<file path="src/rtl/wb_csr_pkg.sv">
// Shared types and helpers for the Wishbone CSR bank.
package wb_csr_pkg;

  localparam int unsigned DW = 32;
  localparam int unsigned NB = DW / 8;

  localparam logic [2:0] CTI_CLASSIC = 3'b000;
  localparam logic [2:0] CTI_CONST   = 3'b001;
  localparam logic [2:0] CTI_INCR    = 3'b010;
  localparam logic [2:0] CTI_EOB     = 3'b111;

  localparam logic [1:0] BTE_LINEAR = 2'b00;
  localparam logic [1:0] BTE_WRAP4  = 2'b01;
  localparam logic [1:0] BTE_WRAP8  = 2'b10;
  localparam logic [1:0] BTE_WRAP16 = 2'b11;

  typedef enum logic [1:0] {IDLE, SINGLE, BURST, ERR} state_e;

  // Word address lies inside the RW or RO window.
  function automatic logic is_mapped(input logic [31:0] a, input int unsigned n_rw,
                                     input int unsigned n_ro);
    return a < 32'(n_rw + n_ro);
  endfunction

  // Cycle types 011..110 are not supported and terminate with an error.
  function automatic logic cti_reserved(input logic [2:0] cti);
    return (cti >= 3'b011) && (cti <= 3'b110);
  endfunction

endpackage

</file>
<file path="src/rtl/wb_csr_addr_gen.sv">
// Next burst word address for constant, linear and wrapping bursts.
module wb_csr_addr_gen
  import wb_csr_pkg::*;
#(
  parameter int unsigned AW = 10
) (
  input  logic [AW-1:0] addr,
  input  logic [2:0]    cti,
  input  logic [1:0]    bte,
  output logic [AW-1:0] next_addr_c
);

  logic [AW-1:0] inc;
  logic [AW-1:0] mask;

  // Wrapping bursts only advance the low bits selected by mask.
  always_comb begin
    inc = addr + AW'(1);
    mask = '1;
    case (bte)
      BTE_LINEAR: mask = '1;
      BTE_WRAP4:  mask = AW'(3);
      BTE_WRAP8:  mask = AW'(7);
      BTE_WRAP16: mask = AW'(15);
    endcase
    next_addr_c = (cti == CTI_INCR) ? ((addr & ~mask) | (inc & mask)) : addr;
  end

endmodule

</file>
<file path="src/rtl/wb_csr_bank.sv">
// Wishbone B4 CSR bank: byte-writable RW registers, RO status inputs,
// registered-feedback bursts, pulse bits and error termination.
module wb_csr_bank
  import wb_csr_pkg::*;
#(
  parameter int unsigned N_RW = 8,
  parameter int unsigned N_RO = 8,
  parameter int unsigned AW = 10,
  parameter logic [N_RW*32-1:0] RW_RESET = '0,
  parameter logic [N_RW*32-1:0] PULSE_MASK = '0
) (
  input  logic                 clk_i,
  input  logic                 reset_n_i,
  input  logic                 cyc_i,
  input  logic                 stb_i,
  input  logic                 we_i,
  input  logic [31:0]          adr_i,
  input  logic [3:0]           sel_i,
  input  logic [31:0]          dat_i,
  input  logic [2:0]           cti_i,
  input  logic [1:0]           bte_i,
  output logic [31:0]          dat_o,
  output logic                 ack_o,
  output logic                 err_o,
  output logic                 rty_o,
  output logic [N_RW*32-1:0]   rw_o,
  input  logic [N_RO*32-1:0]   ro_i,
  output logic [N_RW-1:0]      wr_stb_o,
  output logic [N_RO-1:0]      rd_stb_o
);

  state_e        state;
  logic [AW-1:0] addr;
  logic [AW-1:0] next_addr;
  logic [AW-1:0] load_addr;
  logic [DW-1:0] rd_data;
  logic [DW-1:0] rw_q [N_RW];
  logic [DW-1:0] rw_d [N_RW];
  logic [N_RW-1:0] wr_hit;
  logic [N_RO-1:0] rd_hit;
  logic          commit;
  logic          unused_adr;

  assign unused_adr = ^{adr_i[31:AW+2], adr_i[1:0]};
  assign rty_o = 1'b0;

  wb_csr_addr_gen #(.AW(AW)) u_addr_gen (
    .addr        (addr),
    .cti         (cti_i),
    .bte         (bte_i),
    .next_addr_c (next_addr)
  );

  // Read mux on the address about to be acknowledged, plus register next-state.
  always_comb begin
    load_addr = (state == IDLE) ? adr_i[AW+1:2] : next_addr;
    commit = ack_o & cyc_i & stb_i & we_i;
    rd_data = '0;
    rd_hit = '0;
    wr_hit = '0;
    for (int unsigned k = 0; k < N_RW; k++) begin
      if (load_addr == AW'(k)) rd_data = rw_q[k];
      rw_d[k] = rw_q[k] & ~PULSE_MASK[DW*k +: DW];
      if (commit && addr == AW'(k)) begin
        wr_hit[k] = 1'b1;
        for (int unsigned b = 0; b < NB; b++) begin
          if (sel_i[b]) rw_d[k][8*b +: 8] = dat_i[8*b +: 8];
        end
      end
    end
    for (int unsigned j = 0; j < N_RO; j++) begin
      if (load_addr == AW'(N_RW + j)) begin
        rd_data = ro_i[DW*j +: DW];
        rd_hit[j] = ~we_i;
      end
    end
  end

  always_comb begin
    for (int unsigned k = 0; k < N_RW; k++) rw_o[DW*k +: DW] = rw_q[k];
  end

  // Bus FSM; every output is a register updated here.
  always_ff @(posedge clk_i or negedge reset_n_i) begin
    if (!reset_n_i) begin
      state <= IDLE;
      addr <= '0;
      dat_o <= '0;
      ack_o <= 1'b0;
      err_o <= 1'b0;
      wr_stb_o <= '0;
      rd_stb_o <= '0;
      for (int unsigned k = 0; k < N_RW; k++) rw_q[k] <= RW_RESET[DW*k +: DW];
    end else begin
      ack_o <= 1'b0;
      err_o <= 1'b0;
      rd_stb_o <= '0;
      wr_stb_o <= wr_hit;
      for (int unsigned k = 0; k < N_RW; k++) rw_q[k] <= rw_d[k];
      case (state)
        IDLE: begin
          if (cyc_i && stb_i) begin
            addr <= load_addr;
            if (!is_mapped(32'(load_addr), N_RW, N_RO) || cti_reserved(cti_i)) begin
              state <= ERR;
              err_o <= 1'b1;
            end else begin
              state <= (cti_i == CTI_CLASSIC || cti_i == CTI_EOB) ? SINGLE : BURST;
              ack_o <= 1'b1;
              dat_o <= rd_data;
              rd_stb_o <= rd_hit;
            end
          end
        end
        SINGLE: state <= IDLE;
        BURST: begin
          if (cti_i == CTI_EOB || !stb_i || !cyc_i) begin
            state <= IDLE;
          end else if (!is_mapped(32'(next_addr), N_RW, N_RO)) begin
            state <= ERR;
            err_o <= 1'b1;
            addr <= next_addr;
          end else begin
            addr <= next_addr;
            ack_o <= 1'b1;
            dat_o <= rd_data;
            rd_stb_o <= rd_hit;
          end
        end
        ERR: state <= IDLE;
        default: state <= IDLE;
      endcase
    end
  end

endmodule

</file>
<file path="config.mk">
export PLATFORM = sky130hd
export DESIGN_NAME = wb_csr_bank
export DESIGN_NICKNAME = d
export VERILOG_FILES = /design/src/rtl/wb_csr_pkg.sv /design/src/rtl/wb_csr_addr_gen.sv /design/src/rtl/wb_csr_bank.sv
export SDC_FILE = /design/constraint.sdc
export NUM_CORES = 1
export LEC_CHECK = 0
export CORE_AREA = 8 8 240 242
export DETAILED_ROUTE_END_ITERATION = 10
export DIE_AREA = 0 0 248 250
export PLACE_DENSITY = 0.63
export SYNTH_ARGS = -nofsm -noshare
export SYNTH_HDL_FRONTEND = slang
export SYNTH_SLANG_ARGS = --single-unit
</file>
<file path="constraint.sdc">
create_clock -name clk_i -period 3.84 [get_ports clk_i]
set_input_delay 0.768 -clock clk_i [delete_from_list [all_inputs] [get_ports clk_i]]
set_output_delay 0.768 -clock clk_i [all_outputs]
set_load 0.05 [all_outputs]
</file>
Word level (Yosys, flattened, before mapping)
Cells that the tools add are included.

operators by class
  bitwise operators = 8
  magnitude comparators = 4
  reductions and logical operators = 59
  add/sub/neg operators = 1
  muxes and demuxes = 64
  eq/ne operators = 35

operator list
  cell                                                                           count
  32-bit two-way mux                                                             20
  10-bit by 3-bit equality test with 1-bit output, second input constant         8
  10-bit by 4-bit equality test with 1-bit output, second input constant         8
  2-bit AND reduction                                                            33
  32-bit case mux with 2 select lines                                            1
  10-bit by 2-bit equality test with 1-bit output, second input constant         4
  10-bit two-way mux                                                             4
  10-bit case mux with 4 select lines                                            1
  8-bit two-way mux                                                              4
  1-bit two-way mux                                                              24
  10-bit AND                                                                     2
  10-bit by 1-bit equality test with 1-bit output, second input constant         2
  10-bit zero test                                                               2
  10-bit by 5-bit less-than comparator with 1-bit output, second input constant  2
  10-bit case mux with 2 select lines                                            1
  8-bit case mux with 2 select lines                                             1
  10-bit by 1-bit adder with 10-bit output, second input constant                1
  1-bit logical AND                                                              10
  2-bit two-way mux                                                              5
  10-bit NOT                                                                     1
  10-bit bitwise OR                                                              1
  2-bit equality test, second input constant                                     4
  2-bit != test, second input constant                                           3
  2-bit case mux with 3 select lines                                             1
  18 further kinds                                                               28

word-level totals
  register bits = 318
  word-level logic and storage cells = 210
  input bits = 334

Depth between registers and ports, before layout
  depth in word-level cells = 27
  depth in mapped cells = 15
  depth with buffers taken out = 13

Cells and area by module
From an unflattened synthesis, not the netlist that was laid out.

unflattened totals
  cells, all modules = 1,557
  area total of the unflattened synthesis = 16,538.4 um2

modules (own cells, without submodules)
  module           cells each  area each (um2)  times used
  wb_csr_bank      1,526       16,300.6         1
  wb_csr_addr_gen  31          237.7            1

Least setup slack after synthesis
No wires, ideal clock.

  path kind = in2reg
  from = in cti_i[2]
  to = reg dat_o[28]
  setup slack = 0.251 ns
  data required time = 3.716 ns
  arrival = 3.465 ns
  cell stages on the path = 12
  path through = or3b_1 > buf_2 > nor4_2 > mux2_2 > buf_4 > nand3_1 > clkbuf_1 > nor2_1 > buf_2 > a221oi_1 > a311oi_1 > a211o_1

on the way
  longest elaborated chain between the ends = 23

ends and longest elaborated chain
  element                                         line                                    RTL
  from (decl)                                     wb_csr_bank.sv:20                       input logic [2:0] cti_i,
  3-bit by 2-bit equality test with 1-bit output  wb_csr_addr_gen.sv:26                   next_addr_c = (cti == CTI_INCR) ? ((addr & ~mask) | (inc & mask)) : addr;
  10-bit two-way mux                              wb_csr_addr_gen.sv:26
  10-bit two-way mux                              wb_csr_bank.sv:56                       load_addr = (state == IDLE) ? adr_i[AW+1:2] : next_addr;
  10-bit zero test                                wb_csr_bank.sv:62                       if (load_addr == AW'(k)) rd_data = rw_q[k];
  32-bit two-way mux (8 in series)                wb_csr_bank.sv:62
  32-bit two-way mux (8 in series)                wb_csr_bank.sv:72                       if (load_addr == AW'(N_RW + j)) begin
  32-bit two-way mux, on equally long branches    wb_csr_bank.sv:119, wb_csr_bank.sv:104
  32-bit two-way mux, on equally long branches    wb_csr_bank.sv:117, wb_csr_bank.sv:102
  32-bit case mux with 2 select lines             wb_csr_bank.sv:100                      case (state)
  to (signal assigned)                            wb_csr_bank.sv:110                      dat_o <= rd_data;
  to (signal assigned)                            wb_csr_bank.sv:126                      dat_o <= rd_data;
  to (decl)                                       wb_csr_bank.sv:22                       output logic [31:0] dat_o,

Parallel ways exist; a longest one is shown, timed or not. The select of a mux whose other input is x is not followed.
A chain may end at the register's enable or synchronous reset.

Worst setup path in the final report
  from = in bte_i[0]
  to = reg dat_o[21]

on the way
  longest elaborated chain between the ends = 27

ends and longest elaborated chain
  element                                       line                                    RTL
  from (decl)                                   wb_csr_bank.sv:21                       input logic [1:0] bte_i,
  2-bit equality test (tied with other cells)   wb_csr_addr_gen.sv:20                   case (bte)
  10-bit case mux with 4 select lines (*)       wb_csr_addr_gen.sv:20
  10-bit NOT                                    wb_csr_addr_gen.sv:26
  10-bit AND                                    wb_csr_addr_gen.sv:26
  10-bit bitwise OR (*)                         wb_csr_addr_gen.sv:26
  10-bit two-way mux (*)                        wb_csr_addr_gen.sv:26
  10-bit two-way mux                            wb_csr_bank.sv:56
  10-bit zero test                              wb_csr_bank.sv:62
  32-bit two-way mux (8 in series)              wb_csr_bank.sv:62
  32-bit two-way mux (8 in series)              wb_csr_bank.sv:72
  32-bit two-way mux, on equally long branches  wb_csr_bank.sv:119, wb_csr_bank.sv:104
  32-bit two-way mux, on equally long branches  wb_csr_bank.sv:117, wb_csr_bank.sv:102
  32-bit case mux with 2 select lines           wb_csr_bank.sv:100

Every way passes the cells marked *; elsewhere a longest branch is shown, timed or not. The select of a mux whose other input is x is not followed.

==> results.cfg <==
[flow_run]
cap_violations = 0

[synth]
synth_fp_nets = 1899
async_flop_share = 1.00
synth-edff-count = 0
yosys.area.top_type = dfrtp_1
post_synth_num_cell_types = 86
yosysTopAreaCellShare = 0.475
avgSynthCellArea_um2 = 10.7
synth_top_flop_cell = dfrtp_1
netlist_area_um2 = 16800
seq_area_frac_synth = 0.475
synth_top_cells_by_area = dfrtp_1 (47%), mux2_2 (17%), nand2_1 (4.2%), a22oi_1 (2.2%), nor2_1 (1.9%)
synth_cells = 1559
yosysWarnings = 0
ys_seq_elements = 318

[cts]
cts.sinks = 318
tritoncts = done
htree_levels = 2
root_buffer = clkbuf_16
cts_buffers = 38
cts.clk_slew.worst_paths_ns = 0.06
clockBufferDepth = 3
worstSkewPairLatency_ns = 0.58

[global_routing]
grt_pass1_wl_um = 144000
grt_pass1_vias = 18600
grt-ovfl-total = 0
antenna_found_initial = 25
grt_use_total = 0.324
grt_max_degree = 116

[pwr]
power_leakage_nw = 12.4
power_density_nw_per_um2 = 506
ir_worst_vdd_mv = 0.299
power_mw = 14.3

[critical_path]
cp_data_required_time_ns = 4.26
critPathLaunchType = input pin
worstSetupEndpointType = register
cp.arrival_ns = 4.23
crit_type = input pin to register
critPathMaxFanout = 8

[floorplanning]
die_h_um = 250
die_w_um = 248
fp.coreArea_um2 = 53500
num_rows = 85
initial_core_util = 0.313
die_area_um2 = 62000
io_pins = 641

[detailed_routing]
dr_total_vias = 18300
wl_um = 105000
drcViolationCount = 0
drtIter0Drc = 1509
viasPerCell = 5.72
wl_per_cell_um = 32.8
drtAntennaViolNets = 0
drt-pass1-iter-count = 9

[timing]
finalHoldViolations = 0
fmax_mhz = 263
setup_tns_ns = 0
finalCritPeriodShare = 0.991
period_needed_ns = 3.81
slew_headroom = 0.451
tightest_slew_ns = 0.824
clock_skew_ns = 0.0234
fin_ws_ns = 0.0335
finalSetupViolations = 0
final_max_slew_viol_count = 0

[final_layout]
final_cell_mix = clkdlybuf4s50_1 (613), dfrtp_1 (318), buf_4 (286)
synthToLayoutAreaGrowth_pct = 69.1
nNetsFinal = 2799
finalNonFillerCells = 3200
drive_gt1_frac = 0.310
finish.utilization = 0.530
mostFrequentLayoutCell = clkdlybuf4s50_1
n_fill_cell = 4801

[place]
placed_cells = 3097
port_buffers = 617
preCtsSetupSlack_ns = -1.14
routabilityCongestion = 0.956
place_hpwl_um = 85600

[status]
status = completed

[worst_hold_path]
holdCritPathClass = input pin to asynchronous set/reset pin
==> area by class of cell <==
class	count	area, um2	area share
Multi-Input combinational cell	1141	8910	0.315
Antenna cell	15	37.5	0.00132
Sequential cell	318	7960	0.281
Tap cell	696	871	0.0307
Timing Repair Buffer	951	9160	0.323
Inverter	9	33.8	0.00119
Clock buffer	50	1050	0.0369
Clock inverter	20	315	0.0111
==> state kept, by name (all words and copies together) (netlist names) <==
name      flops
rw_o        256
dat_o        32
addr         10
rd_stb_o      8
wr_stb_o      8
state         2
ack_o         1
err_o         1
==> critical path, stage by stage <==
cell and delay, ns:
clkdlybuf4s50_1 0.43, inv_1 0.07, ha_2 0.22, nand3_2 0.12, or4_4 0.51, a31o_4 0.27
nand2b_4 0.08, buf_12 0.14, buf_4 0.13, nor4_4 0.04, buf_4 0.14, buf_4 0.14
buf_12 0.13, a22oi_1 0.20, o21ai_0 0.11, a211oi_1 0.53, o211ai_1 0.18
==> cell usage after synthesis (all sizes together) (6+ instances only) <==
cell type,n
a211o,6
a211oi,11
a21oi,53
a221o,9
a221oi,19
a222oi,21
a22o,17
a22oi,49
a31oi,18
and3,14
buf,46
clkbuf,45
dfrtp,318
ha,6
inv,9
mux2,258
mux2i,24
nand2,192
nand3,56
nand4,6
nor2,90
nor3,44
nor4,15
o211ai,8
o21ai,71
o221ai,9
o22ai,39
o31ai,17
or3,10
or4,6
==> final timing paths <==
check | startpoint | end | slack [ns] | depth (start not counted)
min in group clk_i | dat_o[2]$_DFFE_PN0P_ | dat_o[2]$_DFFE_PN0P_ | 0.49 | 1
min reg2reg | dat_o[2]$_DFFE_PN0P_ | dat_o[2]$_DFFE_PN0P_ | 0.49 | 1
max reg2reg | addr[0]$_DFFE_PN0P_ | dat_o[21]$_DFFE_PN0P_ | 0.17 | 15
max | bte_i[0] | dat_o[21]$_DFFE_PN0P_ | 0.03 | 17
max in group asynchronous | reset_n_i | dat_o[17]$_DFFE_PN0P_ | 2.82 | 2
min | reset_n_i | rw_o[98]$_DFFE_PN0P_ | 0.04 | 1
==> routing by layer <==
metal  global-route usage  wire (um)  vias to the layer above
li1                     -          -                     7786
met1                0.402      41600                     9295
met2                0.534      49400                     1014
met3               0.0891       9650                      193
met4                0.118       4310                       14
met5                    0         92                        -
==> timing repair <==
action                                  4_1_cts  5_1_grt
hold buffers                                  0        0
resized for setup                            44       68
pin swaps                                    11       35
buffers inserted                              3       17
gates cloned                                  0        0
endpoints found under the setup margin       31       32
==> metrics by stage <==
step           cell area [um2]  hold slack, ns
3_5_place_dp             26200           0.472
5_1_grt                  28300          0.0332
4_1_cts                  27800          0.0385
3_3_place_gp             26200           0.464
2_1_floorplan            16800           0.472
6_report                 28300          0.0440
==> cells by family after synthesis <==
logic type / after synthesis / synth area share
compound gates: 400 / 0.171
xor+xnor: 6 / 0.00314
other cells: 1 / 0.000224
buf+inv: 100 / 0.0275
fa+ha+maj: 6 / 0.00448
mux: 282 / 0.188
flops: 318 / 0.475
simple gates: 446 / 0.131
==> where the power goes <==
part | internal (mW) | total, mW | switching [mW]
clock network | 2.35 | 3.92 | 1.57
registers | 3.54 | 3.69 | 0.155
logic | 2.76 | 6.71 | 3.95
total | 8.65 | 14.3 | 5.67
(Power assumes the default switching activity.)
